### src/rtl/operand_loader.sv
// Operand entry front end for the sign-magnitude adder: synchronises and debounces
// the push button, then captures A and B from the slide switches on successive presses.
//
//   state  | meaning
//   -------+-------------------------------------------------------------
//   LOAD_A | waiting for a press to capture operand A
//   LOAD_B | waiting for a press to capture operand B (raises ready)
//   SHOW   | both operands valid, adder result shown; press restarts entry
module operand_loader #(
    parameter int DEBOUNCE_CYCLES = 500000,
    parameter int CNT_W           = 19
) (
    input  logic       clk,
    input  logic       rst_n,
    input  logic [3:0] sw,
    input  logic       btn,
    output logic [3:0] a,
    output logic [3:0] b,
    output logic       ready,
    output logic [1:0] state
);

    typedef enum logic [1:0] {
        LOAD_A = 2'b00,
        LOAD_B = 2'b01,
        SHOW   = 2'b10
    } state_t;

    localparam logic [CNT_W-1:0] CNT_MAX = CNT_W'(DEBOUNCE_CYCLES - 1);

    logic             btn_meta_q, btn_meta_d;
    logic             btn_s_q, btn_s_d;
    logic [3:0]       sw_meta_q, sw_meta_d;
    logic [3:0]       sw_s_q, sw_s_d;
    logic             db_q, db_d;
    logic             db_dly_q, db_dly_d;
    logic [CNT_W-1:0] cnt_q, cnt_d;
    state_t           state_q, state_d;
    logic [3:0]       a_q, a_d;
    logic [3:0]       b_q, b_d;
    logic             ready_q, ready_d;
    logic             press;

    // Negative zero is folded to +0 so the adder never sees two encodings of zero.
    function automatic logic [3:0] norm(input logic [3:0] x);
        return (x == 4'b1000) ? 4'b0000 : x;
    endfunction

    always_comb begin
        btn_meta_d = btn;
        btn_s_d    = btn_meta_q;
        sw_meta_d  = sw;
        sw_s_d     = sw_meta_q;

        db_d  = db_q;
        cnt_d = cnt_q;
        if (btn_s_q == db_q) begin
            cnt_d = '0;
        end else if (cnt_q == CNT_MAX) begin
            db_d  = btn_s_q;
            cnt_d = '0;
        end else begin
            cnt_d = cnt_q + CNT_W'(1);
        end

        db_dly_d = db_q;
        press    = db_q & ~db_dly_q;

        state_d = state_q;
        a_d     = a_q;
        b_d     = b_q;
        ready_d = ready_q;
        case (state_q)
            LOAD_A: begin
                if (press) begin
                    a_d     = norm(sw_s_q);
                    state_d = LOAD_B;
                end
            end
            LOAD_B: begin
                if (press) begin
                    b_d     = norm(sw_s_q);
                    ready_d = 1'b1;
                    state_d = SHOW;
                end
            end
            SHOW: begin
                if (press) begin
                    ready_d = 1'b0;
                    state_d = LOAD_A;
                end
            end
            default: begin
                ready_d = 1'b0;
                state_d = LOAD_A;
            end
        endcase
    end

    always_ff @(posedge clk) begin
        if (!rst_n) begin
            btn_meta_q <= 1'b0;
            btn_s_q    <= 1'b0;
            sw_meta_q  <= 4'b0000;
            sw_s_q     <= 4'b0000;
            db_q       <= 1'b0;
            db_dly_q   <= 1'b0;
            cnt_q      <= '0;
            state_q    <= LOAD_A;
            a_q        <= 4'b0000;
            b_q        <= 4'b0000;
            ready_q    <= 1'b0;
        end else begin
            btn_meta_q <= btn_meta_d;
            btn_s_q    <= btn_s_d;
            sw_meta_q  <= sw_meta_d;
            sw_s_q     <= sw_s_d;
            db_q       <= db_d;
            db_dly_q   <= db_dly_d;
            cnt_q      <= cnt_d;
            state_q    <= state_d;
            a_q        <= a_d;
            b_q        <= b_d;
            ready_q    <= ready_d;
        end
    end

    assign a     = a_q;
    assign b     = b_q;
    assign ready = ready_q;
    assign state = state_q;

endmodule

### config.mk
export PLATFORM = sky130hd
export DESIGN_NAME = operand_loader
export DESIGN_NICKNAME = d
export VERILOG_FILES = /design/src/rtl/operand_loader.sv
export SDC_FILE = /design/constraint.sdc
export NUM_CORES = 1
export LEC_CHECK = 0
export BUFFER_PORTS_ARGS = -buffer_cell sky130_fd_sc_hd__clkbuf_2
export CORE_MARGIN = 2
export CORE_UTILIZATION = 34
export CTS_CLUSTER_DIAMETER = 80
export DETAILED_ROUTE_END_ITERATION = 7
export SYNTH_ARGS = -nofsm -noshare
export SYNTH_HDL_FRONTEND = slang
export SYNTH_SLANG_ARGS = --single-unit
### constraint.sdc
create_clock -name clk -period 3.3 [get_ports clk]
set_clock_uncertainty 0.1 [all_clocks]
set_input_delay 0 -clock clk [delete_from_list [all_inputs] [get_ports clk]]
set_output_delay 0 -clock clk [all_outputs]
set_load 0.02 [all_outputs]
==> metrics, run 1 <==
drt pass-1 iters 4; NumNets Final 200; synth cell count leaders dfxtp_1, nor2_1, xnor2_1, and2_1, nor2b_1; crit end category flop; TritonCTS Buffers 5; RR Endpoint cnt_q[18]; first-iteration detailed-routing DRC count 72; area share of the largest cell type after synthesis 49.7%; Rel. slew slack 66.2%; Overall Global Routing Usage 11.1%; root buffer cell clkbuf_8; largest net degree at the start of global routing 25; Synth Area in Adders 0.740%; Critical Path RT 3.39 ns; vias 1155; vias in the first global route 1040; fin. max-slew vios 0; crit path from cnt_q[0]; Sink Count 42; Rows 25; Post-Synth XOR/XNOR Area 8.81%; initial antenna violation count 0; fmax 564 MHz; crit path time final 1.77 ns; Port Buffers 17; total power 875 uW; DRC viols 0; ANT nets after route 0; Post-DP HPWL 1.87 mm; Post-CTS Resized 0; worst-case clock buffer depth 2; io pins 18; Worst Tran Pin Value 0.505 ns; Die X 74.5 um; drt total wl 2.77 mm; DR WL/cell 10.7 um; Mapped Cells 167; CTS HTree Levels 2; Slowest-stage cell, CP nor4_1; Simple-Gate Fraction of Synth Area 28.9%; Die Y 74.5 um; GRT overflow 0; largest family of logic cells by synthesized area simple AND/OR/NAND/NOR gates; Power Density 442 mW/mm2; Yosys reg bits 42; max cap viols 0; die area 0.00555 mm2; post-CTS setup buffers 0; # setup viols final 0; Async SR Flop Fraction 0%; average via count per standard cell 4.44; top cell type by total area after synthesis dfxtp_1; Avg Synthesized Cell Area 10.1 um2; status finished, final reports clean; top-count cell post-synth dfxtp_1; type of origin of the critical path flop; top post-synthesis cells by area dfxtp_1, xnor2_1, mux2i_1, nor2_1, and2_1; clock-pin slew on the worst setup and hold paths 0.08 ns; CP endpoint cnt_q[18]; Yosys warnings 0; clk_lat worst skew 0.29 ns; Core Area 0.00475 mm2; initial core utilization 35.6%; critical-path cell list ha_1 -> nand3_1 -> nor4_1 -> and3_1 -> nor3_1; CP max FO 6; Top FF cell, synth dfxtp_1; Mapped Nets 175; cell leakage power 0.700 nW; Seq/Total Area, Yosys 49.7%; setup_tns 0 ns; RSZ-0062 raised after global routing false; Yosys cell types 33; period utilization 53.7%; area delta synth->final 17.1%; Final Hold Viols 0; first-pass GRT wire length 4.66 mm; EDFF count, synth 0; Antenna diodes 0; fraction of layout cells with a size suffix above 1 17.1%; post-synthesis cell area 0.00169 mm2; FF-to-FF setup slack 1.53 ns; hold crit path type in -> reg; Synth Area in Compound Gates 3.70%; TritonCTS clock tree done; Worst EP arrival 1.86 ns; R2R cell count 5; Peak VDD IR 0.000169 V; worst r2r src cnt_q[0]; mux share of post-synthesis cell area 5.33%; WS Path Type reg -> reg; CP max stage delay 0.41 ns; placer's final routability congestion estimate 0.735
flip-flops by register name, indices dropped and copies added, names as in the netlist, 2 cells and up:
name and cells:
cnt_q 19, a 4, b 4, sw_meta_q 4
sw_s_q 4, state 2
critical path, delay by kind of cell (launching register included):
family	cells	cell delay, ns
adder cells (fa/ha/maj)	1	0.26
flip-flops	1	0.39
AND/OR/NAND/NOR	4	0.91
stage by stage:
| step | instances | worst slack [ns] | utilization [%] | cell area [um2] | hold slack, ns |
|---|---|---|---|---|---|
| detailed placement | 247 | 1.54 | 38.6 | 1840 | 0.108 |
| floorplan | 167 | 1.73 | - | 1690 | 0.0151 |
| global route | 260 | 1.41 | 41.6 | 1980 | 0.145 |
| finish | 260 | 1.53 | 41.6 | 1980 | 0.0863 |
| global placement | 247 | 1.53 | 38.6 | 1840 | 0.106 |
| CTS | 260 | 1.52 | 41.6 | 1980 | 0.0927 |
metal layers:
metal	up-vias	track usage [%]	share of wire [%]
met1	521	14.8	51
li1	618	-	-
met2	14	16.4	45
met3	2	3.66	3.0
met5	-	0	0
met4	0	4.76	1.4
what timing repair did:
| action | 4_1_cts | 5_1_grt |
|---|---|---|
| endpoints found under the hold margin | 5 | 0 |
| setup endpoints to repair | 0 | 0 |
| hold buffers | 5 | 0 |
where the power goes:
part	switching, mW	internal (mW)	leakage, nW
logic	0.00797	0.0120	0.314
registers	0.00257	0.512	0.340
clock network	0.187	0.153	0.0447
total	0.198	0.677	0.700
placed cells by master, fill, tap and decap left out, drive strengths merged:
| cell type | instances |
|---|---|
| o31a | 1 |
| and3b | 1 |
| o21ai | 2 |
| clkinvlp | 1 |
| nand4 | 7 |
| and2b | 1 |
| nor2b | 10 |
| nand2 | 4 |
| dfxtp | 42 |
| inv | 7 |
| xnor2 | 15 |
| xor2 | 2 |
| o221ai | 1 |
| mux2i | 9 |
| nor3b | 3 |
| nor4b | 2 |
| clkbuf | 22 |
| a31o | 1 |
| nor3 | 5 |
| nor4 | 7 |
| nor2 | 22 |
| a21oi | 3 |
| ha | 1 |
| clkinv | 1 |
| dlygate4sd3 | 5 |
| and3 | 2 |
| nand3 | 5 |
| and2 | 11 |
cells by family after synthesis:
| group | after synthesis |
|---|---|
| compound gates | 8 |
| xor+xnor | 17 |
| fa+ha+maj | 1 |
| buf+inv | 10 |
| flops | 42 |
| mux | 9 |
| simple gates | 80 |
worst min path at each step:
| stage | slack, ns | startpoint | to | cells after the start |
|---|---|---|---|---|
| global route | 0.15 | rst_n | db_dly_q | 3 |
| detailed placement | 0.11 | sw[3] | sw_meta_q[3] | 2 |
| CTS | 0.09 | rst_n | db_dly_q | 3 |
| finish | 0.09 | rst_n | db_dly_q | 3 |
| global placement | 0.11 | sw[1] | sw_meta_q[1] | 2 |
| floorplan | 0.02 | rst_n | db_dly_q | 2 |
final cells by class:
| cell class | instances | area [um2] |
|---|---|---|
| fill | 490 | 2780 |
| timing repair buffer | 22 | 135 |
| multi-input combinational | 115 | 803 |
| inverter | 6 | 22.5 |
| sequential | 42 | 841 |
| clock buffer | 5 | 68.8 |
| clock inverter | 3 | 25.0 |
| tap | 67 | 83.8 |
No activity file was read; power rests on OpenSTA's default activity.
==> run 2, diff against run 1 <==
==> constraint.sdc (replaced) <==
create_clock -name clk -period 1.56 [get_ports clk]
set_clock_uncertainty 0.1 [all_clocks]
set_input_delay 0 -clock clk [delete_from_list [all_inputs] [get_ports clk]]
set_output_delay 0 -clock clk [all_outputs]
set_load 0.02 [all_outputs]
==> run 2 against run 1 <==
Effect of this change:
- register-to-register slack worse by 1.5 ns
- clock power grew 100%
- flip-flop and latch count unchanged
- non-clock buffer count increased by 15
- first-iteration DRC count down 15%
- critical path depth up 1
- sequential power up 110%
- hold slack improved by 0.25 ns
- maximum frequency grew 18%
- via count up 6.9%
- wire length grew 5.5%
- critical endpoint is now cnt_q[12]
- largest power group unchanged
==> metrics, run 2 (synthesized netlist as in run 1, its figures left out) <==
root buffer cell clkbuf_8; Port Buffers 17 (unchanged); Sink Count 42 (unchanged); crit end category flop; die area 0.00555 mm2 (unchanged); Final Util 45.3% (+3.7 points); Top reg by flops cnt_q; fin. max-slew vios 0 (unchanged); Hold Crit Start sw_meta_q[3]; crit path time final 1.50 ns (-0.269 ns); Worst Tran Pin Value 0.320 ns (-0.185 ns); WS Path Type reg -> reg; ANT nets after route 0 (unchanged); TritonCTS clock tree done; RSZ-0062 raised after global routing true; total power 1.83 mW (+110%); clock-pin slew on the worst setup and hold paths 0.08 ns (about the same); TritonCTS Buffers 5 (unchanged); GRT overflow 0 (unchanged); Slowest-stage cell, CP dfxtp_1; Placed Cells 261 (+5.7%); Overall Global Routing Usage 11.5% (+0.35 points); CP max FO 18 (+12); Post-DP HPWL 2.03 mm (+8.8%); vias 1235 (+6.9%); Rows 25 (unchanged); Core Area 0.00475 mm2 (unchanged); Peak VDD IR 0.000350 V (+110%); first-pass GRT wire length 4.90 mm (+5.2%); worst-case clock buffer depth 2 (unchanged); drt total wl 2.93 mm (+5.5%); largest net degree at the start of global routing 19 (-24%); hold crit path type reg -> reg; fmax 665 MHz (+18%); cell leakage power 0.792 nW (+13%); vias in the first global route 1136 (+9.2%); Antenna diodes 0 (unchanged); critical-path cell list ha_2 -> nand4_2 -> buf_4 -> o21ai_4 -> buf_12 -> nor2_1; CTS HTree Levels 2 (unchanged); max reg flops 19 (unchanged); period utilization 96.4% (+43 points); NumNets Final 215 (+7.5%); Die X 74.5 um (unchanged); Hold Crit Endpoint sw_s_q[3]; WP buf/inv 2 (+2); fraction of layout cells with a size suffix above 1 27.4% (+10 points); DR WL/cell 10.6 um (-0.24%); commonest non-fill, non-tap cell in the layout dfxtp_1; delay-heaviest family, CP buffers and inverters; placer's final routability congestion estimate 0.726 (-1.2%); io pins 18 (unchanged); most frequent cells in the layout dfxtp_1, nor2_1, clkbuf_2, xnor2_1, buf_4; Rel. slew slack 78.6% (+12 points); average via count per standard cell 4.49 (+1.1%); Die Y 74.5 um (unchanged); clk_lat worst skew 0.29 ns (about the same); first-iteration detailed-routing DRC count 61 (-15%); Power Density 849 mW/mm2 (+92%); Worst EP arrival 1.59 ns (-0.27 ns); type of origin of the critical path flop; status finished, final reports clean; FF-to-FF setup slack 0.06 ns (-1.47 ns); max cap viols 0 (unchanged); initial core utilization 35.6% (unchanged); Critical Path RT 1.64 ns (-1.75 ns); setup_tns 0 ns (unchanged); DRC viols 0 (unchanged); # fillers 481 (-1.8%); initial antenna violation count 0 (unchanged); drt pass-1 iters 4 (unchanged); RR Endpoint cnt_q[12]; R2R cell count 6 (+1); CP max stage delay 0.34 ns (-0.07 ns); Hold Slack 0.337 ns (+0.251 ns); non-filler instance count after layout 275 (+5.8%); # setup viols final 0 (unchanged); area delta synth->final 27.5%; Hold Crit Depth 1 (-2); worst r2r src cnt_q[0]; Final Hold Viols 0 (unchanged)
[run 2: cell count changes in the layout (fill, tap and decap cells not counted), sizes merged]
| cell | before | now |
|---|---|---|
| dlygate4sd3 | 5 | 6 |
| clkinvlp | 1 | 0 |
| buf | 0 | 14 |
| clkinv | 1 | 2 |
[run 2: metrics by stage]
stage          cell area (um2)  setup WS, ns
2_1_floorplan             1700       0.00347
3_3_place_gp              1960       -0.0136
3_5_place_dp              1960       -0.0163
4_1_cts                   2110       0.00203
5_1_grt                   2150       -0.0631
6_report                  2150        0.0568
[run 2: area by class of cell]
class | instances | area (um2) | area share [%]
multi-input combinational | 115 | 853 | 39.6
sequential | 42 | 845 | 39.2
timing repair buffer | 37 | 263 | 12.2
tap | 67 | 83.8 | 3.89
clock buffer | 5 | 68.8 | 3.19
inverter | 6 | 22.5 | 1.05
clock inverter | 3 | 18.8 | 0.871
[run 2: how the worst max path moves through the flow]
stage / start / end / slack [ns] / cells after the start
5_1_grt: cnt_q[9] / cnt_q[17] / -0.06 / 5
3_3_place_gp: cnt_q[0] / cnt_q[8] / -0.01 / 6
6_report: cnt_q[0] / cnt_q[12] / 0.06 / 6
3_5_place_dp: cnt_q[0] / cnt_q[8] / -0.02 / 6
2_1_floorplan: cnt_q[0] / cnt_q[18] / 0.003 / 5
4_1_cts: cnt_q[0] / cnt_q[10] / 0.002 / 6
[run 2: metal layers]
layer	global-route usage (%)	wire length, um	up-vias	part of all wire (%)
li1	-	-	646	-
met1	14.6	1460	568	50
met2	17.6	1320	16	45
met3	2.44	79	5	2.7
met4	7.14	68	0	2.3
met5	0	0	-	0
[run 2: repair_timing]
| item | CTS | global route |
|---|---|---|
| buffers inserted | 0 | 0 |
| pin swaps | 1 | 1 |
| endpoints found under the hold margin | 11 | 0 |
| gates resized for setup | 2 | 9 |
| endpoints found under the setup margin | 6 | 21 |
| hold buffers | 6 | 0 |
[run 2: where the power goes]
group          internal [mW]  leakage, nW  switching (mW)
registers               1.08        0.342         0.00513
logic                 0.0319        0.402          0.0190
clock network          0.315       0.0483           0.376
total                   1.43        0.792           0.400
